==> src/rtl/myuart_rx_os_pkg.sv <==
// Shared UART definitions: receiver FSM state codes, frame width, baud divider helper.
// Latency: none (constants and a constant function only).
// Backpressure: not applicable.
package myuart_rx_os_pkg;

  localparam logic [1:0] ST_IDLE  = 2'd0;
  localparam logic [1:0] ST_START = 2'd1;
  localparam logic [1:0] ST_DATA  = 2'd2;
  localparam logic [1:0] ST_STOP  = 2'd3;

  localparam int DATA_BITS = 8;

  // Clocks per oversample tick, rounded to nearest and never below 1.
  function automatic int calc_div(input int clk_freq, input int baud, input int os);
    int d;
    d = (clk_freq + (baud * os) / 2) / (baud * os);
    if (d < 1) d = 1;
    return d;
  endfunction

endpackage

==> src/rtl/myuart_baud_tick.sv <==
// Oversample tick prescaler: counts 0..DIV-1, tick asserted while the count sits at DIV-1.
// Latency: first tick DIV clocks after a synchronous clear.
// Backpressure: none; free-running unless cleared.
module myuart_baud_tick #(
  parameter int DIV = 4
) (
  input  logic clk,
  input  logic rst_n,
  input  logic clr,
  output logic tick
);

  localparam int CW = (DIV > 1) ? $clog2(DIV) : 1;
  localparam logic [CW-1:0] LAST = CW'(DIV - 1);

  logic [CW-1:0] cnt_q, cnt_d;

  // Next count: clear wins, otherwise wrap at DIV-1.
  always_comb begin
    cnt_d = cnt_q;
    if (clr)                cnt_d = '0;
    else if (cnt_q == LAST) cnt_d = '0;
    else                    cnt_d = cnt_q + 1'b1;
  end

  // Counter register.
  always_ff @(posedge clk or negedge rst_n) begin
    if (!rst_n) cnt_q <= '0;
    else        cnt_q <= cnt_d;
  end

  assign tick = (cnt_q == LAST);

endmodule

==> src/rtl/myuart_rx_os.sv <==
// 8N1 oversampled UART receiver with majority-vote mid-bit sampling, framing and overrun flags.
// Latency: rx_valid rises one clk after the mid-stop-bit decision (~9.5 bit times after start edge).
// Backpressure: rx_valid held until rx_ready; a new byte overwrites an unaccepted one and pulses overrun.
module myuart_rx_os
  import myuart_rx_os_pkg::*;
#(
  parameter int CLK_FREQ   = 50_000_000,
  parameter int BAUD       = 9600,
  parameter int OVERSAMPLE = 16
) (
  input  logic                 clk,
  input  logic                 rst_n,
  input  logic                 rxd,
  output logic [DATA_BITS-1:0] rx_data,
  output logic                 rx_valid,
  input  logic                 rx_ready,
  output logic                 frame_err,
  output logic                 overrun,
  output logic                 busy
);

  localparam int DIV = calc_div(CLK_FREQ, BAUD, OVERSAMPLE);
  localparam int SCW = $clog2(OVERSAMPLE);
  localparam logic [SCW-1:0] SC_M_LO = SCW'(OVERSAMPLE / 2 - 1);
  localparam logic [SCW-1:0] SC_M    = SCW'(OVERSAMPLE / 2);
  localparam logic [SCW-1:0] SC_M_HI = SCW'(OVERSAMPLE / 2 + 1);
  localparam logic [SCW-1:0] SC_LAST = SCW'(OVERSAMPLE - 1);
  localparam logic [2:0]     BIT_LAST = 3'(DATA_BITS - 1);

  logic                 meta_q, meta_d;
  logic                 rxd_s_q, rxd_s_d;
  logic                 rxd_s1_q, rxd_s1_d;
  logic [1:0]           state_q, state_d;
  logic [SCW-1:0]       sc_q, sc_d;
  logic [2:0]           bit_q, bit_d;
  logic [1:0]           smp_q, smp_d;
  logic [DATA_BITS-1:0] shreg_q, shreg_d;
  logic [DATA_BITS-1:0] rx_data_q, rx_data_d;
  logic                 rx_valid_q, rx_valid_d;
  logic                 frame_err_q, frame_err_d;
  logic                 overrun_q, overrun_d;
  logic                 busy_q, busy_d;

  logic tick, fall, start_det, maj, mid, wrap, byte_done, ferr;

  // Prescaler restarts on the start edge so ticks are phase-aligned to the frame.
  myuart_baud_tick #(.DIV(DIV)) u_tick (
    .clk   (clk),
    .rst_n (rst_n),
    .clr   (start_det),
    .tick  (tick)
  );

  // Synchroniser, sampler, FSM and output register next-state logic.
  always_comb begin
    meta_d      = rxd;
    rxd_s_d     = meta_q;
    rxd_s1_d    = rxd_s_q;
    state_d     = state_q;
    sc_d        = sc_q;
    bit_d       = bit_q;
    smp_d       = smp_q;
    shreg_d     = shreg_q;
    byte_done   = 1'b0;
    ferr        = 1'b0;

    fall      = rxd_s1_q & ~rxd_s_q;
    start_det = (state_q == ST_IDLE) & fall;
    maj       = (smp_q[0] & smp_q[1]) | (smp_q[0] & rxd_s_q) | (smp_q[1] & rxd_s_q);
    mid       = tick & (sc_q == SC_M_HI);
    wrap      = tick & (sc_q == SC_LAST);

    if (tick && state_q != ST_IDLE) sc_d = wrap ? '0 : sc_q + 1'b1;
    if (tick && sc_q == SC_M_LO) smp_d[0] = rxd_s_q;
    if (tick && sc_q == SC_M)    smp_d[1] = rxd_s_q;

    case (state_q)
      ST_IDLE: begin
        if (fall) begin
          state_d = ST_START;
          sc_d    = '0;
          bit_d   = '0;
        end
      end
      ST_START: begin
        // A start bit that reads high at mid-bit was a glitch.
        if (mid && maj)  state_d = ST_IDLE;
        else if (wrap)   state_d = ST_DATA;
      end
      ST_DATA: begin
        if (mid) shreg_d = {maj, shreg_q[DATA_BITS-1:1]};
        if (wrap) begin
          if (bit_q == BIT_LAST) state_d = ST_STOP;
          else                   bit_d   = bit_q + 1'b1;
        end
      end
      default: begin
        // Leave half a bit early so the next start edge is never missed.
        if (mid) begin
          state_d   = ST_IDLE;
          byte_done = maj;
          ferr      = ~maj;
        end
      end
    endcase

    rx_valid_d  = byte_done | (rx_valid_q & ~rx_ready);
    rx_data_d   = byte_done ? shreg_q : rx_data_q;
    overrun_d   = byte_done & rx_valid_q & ~rx_ready;
    frame_err_d = ferr;
    busy_d      = (state_d != ST_IDLE);
  end

  // State registers; synchroniser resets to the idle-high line level.
  always_ff @(posedge clk or negedge rst_n) begin
    if (!rst_n) begin
      meta_q      <= 1'b1;
      rxd_s_q     <= 1'b1;
      rxd_s1_q    <= 1'b1;
      state_q     <= ST_IDLE;
      sc_q        <= '0;
      bit_q       <= '0;
      smp_q       <= '0;
      shreg_q     <= '0;
      rx_data_q   <= '0;
      rx_valid_q  <= 1'b0;
      frame_err_q <= 1'b0;
      overrun_q   <= 1'b0;
      busy_q      <= 1'b0;
    end else begin
      meta_q      <= meta_d;
      rxd_s_q     <= rxd_s_d;
      rxd_s1_q    <= rxd_s1_d;
      state_q     <= state_d;
      sc_q        <= sc_d;
      bit_q       <= bit_d;
      smp_q       <= smp_d;
      shreg_q     <= shreg_d;
      rx_data_q   <= rx_data_d;
      rx_valid_q  <= rx_valid_d;
      frame_err_q <= frame_err_d;
      overrun_q   <= overrun_d;
      busy_q      <= busy_d;
    end
  end

  assign rx_data   = rx_data_q;
  assign rx_valid  = rx_valid_q;
  assign frame_err = frame_err_q;
  assign overrun   = overrun_q;
  assign busy      = busy_q;

endmodule

==> config.mk <==
export PLATFORM = sky130hd
export DESIGN_NAME = myuart_rx_os
export DESIGN_NICKNAME = d
export VERILOG_FILES = /design/src/rtl/myuart_rx_os_pkg.sv /design/src/rtl/myuart_baud_tick.sv /design/src/rtl/myuart_rx_os.sv
export SDC_FILE = /design/constraint.sdc
export NUM_CORES = 1
export LEC_CHECK = 0
export BUFFER_PORTS_ARGS = -buffer_cell sky130_fd_sc_hd__buf_2
export CAP_MARGIN = 10
export CORE_MARGIN = 1.5
export CORE_UTILIZATION = 57
export DETAILED_ROUTE_END_ITERATION = 12
export HOLD_SLACK_MARGIN = 0.05
export PLACE_DENSITY = 0.82
export SLEW_MARGIN = 20
export SYNTH_ARGS = -nofsm -noshare
export SYNTH_HDL_FRONTEND = slang
export SYNTH_SLANG_ARGS = --single-unit
==> constraint.sdc <==
create_clock -name clk -period 2.1 [get_ports clk]
set_clock_uncertainty 0.1 [all_clocks]
set_input_delay 0.21 -clock clk [delete_from_list [all_inputs] [get_ports clk]]
set_output_delay 0.21 -clock clk [all_outputs]
set_load 0.005 [all_outputs]
# Word level (Yosys, flattened, before mapping)
# Cells that the tools add are included.
totals:
  regBits: 43
  in_bits: 4
  out_inout_bits: 12
  word_cells: 77
op_classes:
  addsub: 3
  n_reduce_logical: 11
  n_eq_ne: 11
  n_bitwise: 16
  n_mux: 21
ops:
  columns: ["operator", "count"]
  rows:
  - ["$mux 9", 2]
  - ["$mux 4", 4]
  - ["$eq 4x4->1 const B", 3]
  - ["$mux 2", 6]
  - ["$and 1x1->1", 10]
  - ["$add 9x1->9 const B", 1]
  - ["$eq 9x9->1 const B", 1]
  - ["$mux 3", 3]
  - ["$ne 2x2->1 const B", 3]
  - ["$pmux 2 s3", 1]
  - ["$pmux 3 s2", 1]
  - ["$reduce_bool 2->1", 3]
  - ["$add 4x1->4 const B", 1]
  - ["$eq 4x3->1 const B", 1]
  - ["$logic_and 1x1->1", 4]
  - ["$mux 1", 4]
  - ["$reduce_and 4->1", 1]
  - ["$add 3x1->3 const B", 1]
  - ["$eq 3x3->1 const B", 1]
  - ["$not 1->1", 3]
  - ["$or 1x1->1", 3]
  - ["$reduce_or 3->1", 1]
  - ["$eq 2x1->1 const B", 1]
  - ["$eq 2x2->1 const B", 1]
  - ["2 further kinds", 2]

# Depth between registers and ports, before layout
depth:
  word_depth: 7
  mapped_depth: 7
  depth_no_buf: 6

# Modules after synthesis
# A second synthesis with hierarchy kept.
hier_totals:
  cells_unflattened: 167
  area_unflattened_um2: 2028.2
by_module_without_submodules:
  columns: ["mod", "n_inst", "area_each_um2", "cells_per_inst", "seq_area_each_um2"]
  rows:
  - ["myuart_rx_os", 1, 1547.7, 122, 854.6]
  - ["myuart_baud_tick", 1, 480.5, 45, 225.2]

# Worst setup path before layout
# OpenSTA, ideal clock, no wires.
synth_timing:
  path_kind: "reg2reg"
  start: "register u_tick.cnt_q[5]"
  end: "register state_q[0]"
  t_arrival_ps: 1722
  synth_period_minus_slack_ps: 1952
  stages_incl_launch_ff: 6
  setup_ps: 130
  path_slack_ps: 148
  path_buffers: 1
  required_time_ps: 1870
  path_cell_list: "dfrtp_1 > or4b_4 > or3_1 > buf_2 > a211oi_2 > o22ai_1"
synth_via:
  elab_chain_cells: 5
  word_cells_on_any_way: 9
  cone_classes: "1 x eq/ne; 5 x mux; 2 x bitwise; 1 x reduce/logical"
synth_rtl:
  columns: ["item", "line_no", "source"]
  rows:
  - ["from (decl)", "myuart_baud_tick.sv:16", "logic [CW-1:0] cnt_q, cnt_d;"]
  - ["from (signal assigned)", "myuart_baud_tick.sv:29", "else cnt_q <= cnt_d;"]
  - ["$eq 9x9->1 *", "myuart_baud_tick.sv:32", "assign tick = (cnt_q == LAST);"]
  - ["$and 1x1->1 (on tied branches)", "myuart_rx_os.sv:71, myuart_rx_os.sv:70", null]
  - ["$mux 2 / $logic_and 1x1->1 (equally long branches)", "myuart_rx_os.sv:88, myuart_rx_os.sv:87", null]
  - ["$mux 2", "myuart_rx_os.sv:87", "if (mid && maj) state_d = ST_IDLE;"]
  - ["$pmux 2 s3 *", "myuart_rx_os.sv:77", "case (state_q)"]
  - ["net state_d[0]", "myuart_rx_os.sv:33", "logic [1:0] state_q, state_d;"]
  - ["to (signal assigned)", "myuart_rx_os.sv:134", "state_q <= state_d;"]
  - ["to (decl)", "myuart_rx_os.sv:33", null]
# Mark *: on every way through the listed nets, which the timed path passes. The rest lies on a longest branch.
# A chain may end at the register's enable or synchronous reset.

# Worst setup path after layout
layout_timing:
  start: "register u_tick.cnt_q[1]"
  end: "register shreg_q[4]"
layout_via:
  elab_chain_cells: 3
layout_rtl:
  columns: ["item", "line_no", "source"]
  rows:
  - ["$eq 9x9->1", "myuart_baud_tick.sv:32", null]
  - ["$and 1x1->1", "myuart_rx_os.sv:70", "mid = tick & (sc_q == SC_M_HI);"]
  - ["$reduce_and 2->1 (no source line)", null, null]
  - ["to (signal assigned)", "myuart_rx_os.sv:138", "shreg_q <= shreg_d;"]
  - ["to (decl)", "myuart_rx_os.sv:37", "logic [DATA_BITS-1:0] shreg_q, shreg_d;"]
# No other way between the ends.

==> results.json <==
{
  "run_status": "finished clean",
  "routedWlPerCell_um": 15.0,
  "grt.total_usage_pct": 21.2,
  "diodes": 0,
  "grt_pass1_vias": 1339,
  "r2r_start": "u_tick.cnt_q[1]",
  "syn_avg_cell_area_um2": 12.3,
  "port_buffers": 15,
  "cts_tree": "done",
  "crit_type": "flip-flop to flip-flop",
  "synth_flop_cell": "dfrtp_1",
  "ioPinCount": 16,
  "syn_area_um2": 2000,
  "drive_gt1_share_pct": 25.9,
  "max_slew_margin_pct": 71.7,
  "cts.sinks": 43,
  "slew_violations": 0,
  "slowest_stage": "dfrtp_1",
  "ir_drop_mv": 0.746,
  "r2r_cells": 6,
  "end_kind": "flip-flop",
  "viasPerCell": 5.59,
  "synth_fa_ha_area_share_pct": 4.87,
  "hold_viol": 0,
  "yosysSeqAreaShare_pct": 53.9,
  "critPathBufInv": 1,
  "dp_cells": 228,
  "layout_commonest_cell": "dfrtp_1",
  "dp_slack_ps": 42.9,
  "slowest_delay_ps": 450,
  "synth_fp_nets": 174,
  "reg2reg_to": "shreg_q[4]",
  "ys_warn_count": 0,
  "synth_xor_area_share_pct": 3.06,
  "clock_path_buffers": 2,
  "die_height_um": 62.3,
  "die_x_um": 62.3,
  "dr.pass1.iters": 4,
  "whs_ps": 110,
  "netlist_instances": 163,
  "cp_cell_sequence": "inv_1 > ha_1 > and4b_1 > nand4_4 > nor2_4 > mux2_2",
  "synth_edf_count": 0,
  "async_flop_share_pct": 100,
  "max-cap-violations": 0,
  "stdcell_count": 239,
  "vias": 1335,
  "synth_cell_types": 41,
  "period_share_pct": 95.6,
  "grt_first_pass_wirelength_mm": 6.33,
  "synthSimpleGateAreaFrac_pct": 16.5,
  "tns_ps": 0,
  "syn2layout_area_growth_pct": 14.2,
  "fin_ws_ps": 92.2,
  "critPathLaunch": "u_tick.cnt_q[1]",
  "setup_violations": 0,
  "cts_made_buffers": 5,
  "die_area_um2": 3880,
  "cp_num_cells": 6,
  "initial_core_util_pct": 59.6,
  "powerDensity_nw_per_um2": 764,
  "critPathMaxFanout": 8,
  "drc": 0,
  "fin_nets": 203,
  "regToRegSetupSlack_ps": 90,
  "worst_pin_slew_ps": 424,
  "cp.arrival_ps": 2150,
  "start_kind": "flip-flop",
  "overflow": 0,
  "synthMuxAreaShare_pct": 12.1,
  "root_buffer": "clkbuf_4",
  "grt_max_degree": 22,
  "drt_wl_total_mm": 3.58,
  "crit_family": "simple AND/OR/NAND/NOR gates",
  "clk_latency_ps": 350,
  "cts_max_level": 2,
  "crit_path_end": "shreg_q[4]",
  "synth_top_family_by_area": "simple AND/OR/NAND/NOR gates",
  "synth_compound_area_share_pct": 7.00,
  "antenna_found_initial": 0,
  "hp-class": "primary input to async pin",
  "rsz0062_at_grt": "false",
  "core_um2": 3360,
  "layout_common_cells": "40 x dfrtp_1, 15 x buf_2, 13 x nand2_1, 13 x nor2_1, 12 x mux2_1",
  "hpwl_mm": 2.57,
  "clk_pin_slew_worst_paths_ps": 120,
  "period_minus_slack_ps": 2010,
  "ant_nets": 0,
  "power.leakage_nw": 1.14,
  "drtIter0Drc": 82,
  "worstPathRequired_ps": 2250,
  "num_rows": 21,
  "yosys_register_bits": 43,
  "routabilityCongestion": 0.919,
  "max_freq_mhz": 498
}
-- logic make-up after synthesis --
| group | Yosys count |
|---|---|
| AO/OA/AOI/OAI | 18 |
| XOR/XNOR | 7 |
| adder cells (fa/ha/maj) | 8 |
| buffers and inverters | 9 |
| flip-flops | 43 |
| multiplexers | 22 |
| AND/OR/NAND/NOR | 56 |
-- synth_stat cells, drive strengths merged (2+ instances only) --
master  count  share of area (%)
dfrtp      40                 50
mux2       18                 10
nor2       15                3.6
nand2      13                2.4
ha          7                4.4
nand3       7                1.7
xor2        6                2.6
inv         5               0.94
o21ai       5                1.2
buf         4                1.6
mux2i       4                2.0
nor3        4                1.2
dfstp       3                3.9
nand4       3                1.2
a21oi       2               0.50
a22oi       2               0.75
a31oi       2               0.62
and3        2               0.62
and4        2               0.87
nand2b      2               0.62
nor4b       2                1.2
o21a        2               0.75
or4b        2                1.4
-- routing by layer --
metal | vias up | part of all wire (%) | track usage, %
li1 | 634 | - | -
met1 | 669 | 44 | 27.1
met2 | 24 | 50 | 33.3
met3 | 8 | 3.3 | 5.80
met4 | 0 | 2.5 | 11.1
met5 | - | 0 | 0
-- repair_timing --
item | CTS | global route
resized for setup | 0 | 2
hold buffers | 3 | 0
endpoints found under the setup margin | 0 | 16
setup buffers | 0 | 0
endpoints found under the hold margin | 43 | 0
-- worst min-delay path by stage --
stage / start / end / slack (ps)
2_1_floorplan: rst_n / bit_q[0] / -190
3_3_place_gp: rst_n / sc_q[2] / -30
3_5_place_dp: rst_n / sc_q[2] / -30
4_1_cts: rst_n / sc_q[2] / 100
5_1_grt: rst_n / sc_q[3] / 110
6_report: rst_n / sc_q[2] / 110
-- registers in the layout, summed over array words and instances (netlist names) --
name,count
u_tick.cnt_q,9
rxd_s1_d,1
state_q,2
sc_q,4
rxd_s1_q,1
meta_q,1
smp_q,2
overrun,1
shreg_q,8
rx_valid,1
busy,1
bit_q,3
rx_data,8
frame_err,1
-- through the flow --
stage | util [%] | area (um2) | power, mW
finish | 68.0 | 2290 | 1.75
global route | 68.0 | 2290 | 1.84
CTS | 67.6 | 2270 | 1.77
detailed placement | 64.3 | 2160 | 1.23
global placement | 64.3 | 2160 | 1.21
floorplan | - | 2000 | 1.14
-- layout make-up --
| class | instances | area, um2 |
|---|---|---|
| flip-flops and latches | 43 | 1080 |
| fillers | 256 | 1070 |
| multi-input cells | 111 | 886 |
| repair buffers | 26 | 165 |
| well taps | 46 | 57.6 |
| clock inverters | 3 | 43.8 |
| clock buffers | 5 | 37.5 |
| inverters | 5 | 18.8 |
-- report_power, final --
| part | internal [mW] | total [mW] | switching (mW) | leakage, nW |
|---|---|---|---|---|
| logic | 0.112 | 0.244 | 0.132 | 0.527 |
| registers | 0.897 | 0.988 | 0.0908 | 0.571 |
| clock network | 0.251 | 0.516 | 0.266 | 0.0452 |
| total | 1.26 | 1.75 | 0.488 | 1.14 |
No activity file was read; power rests on OpenSTA's default activity.
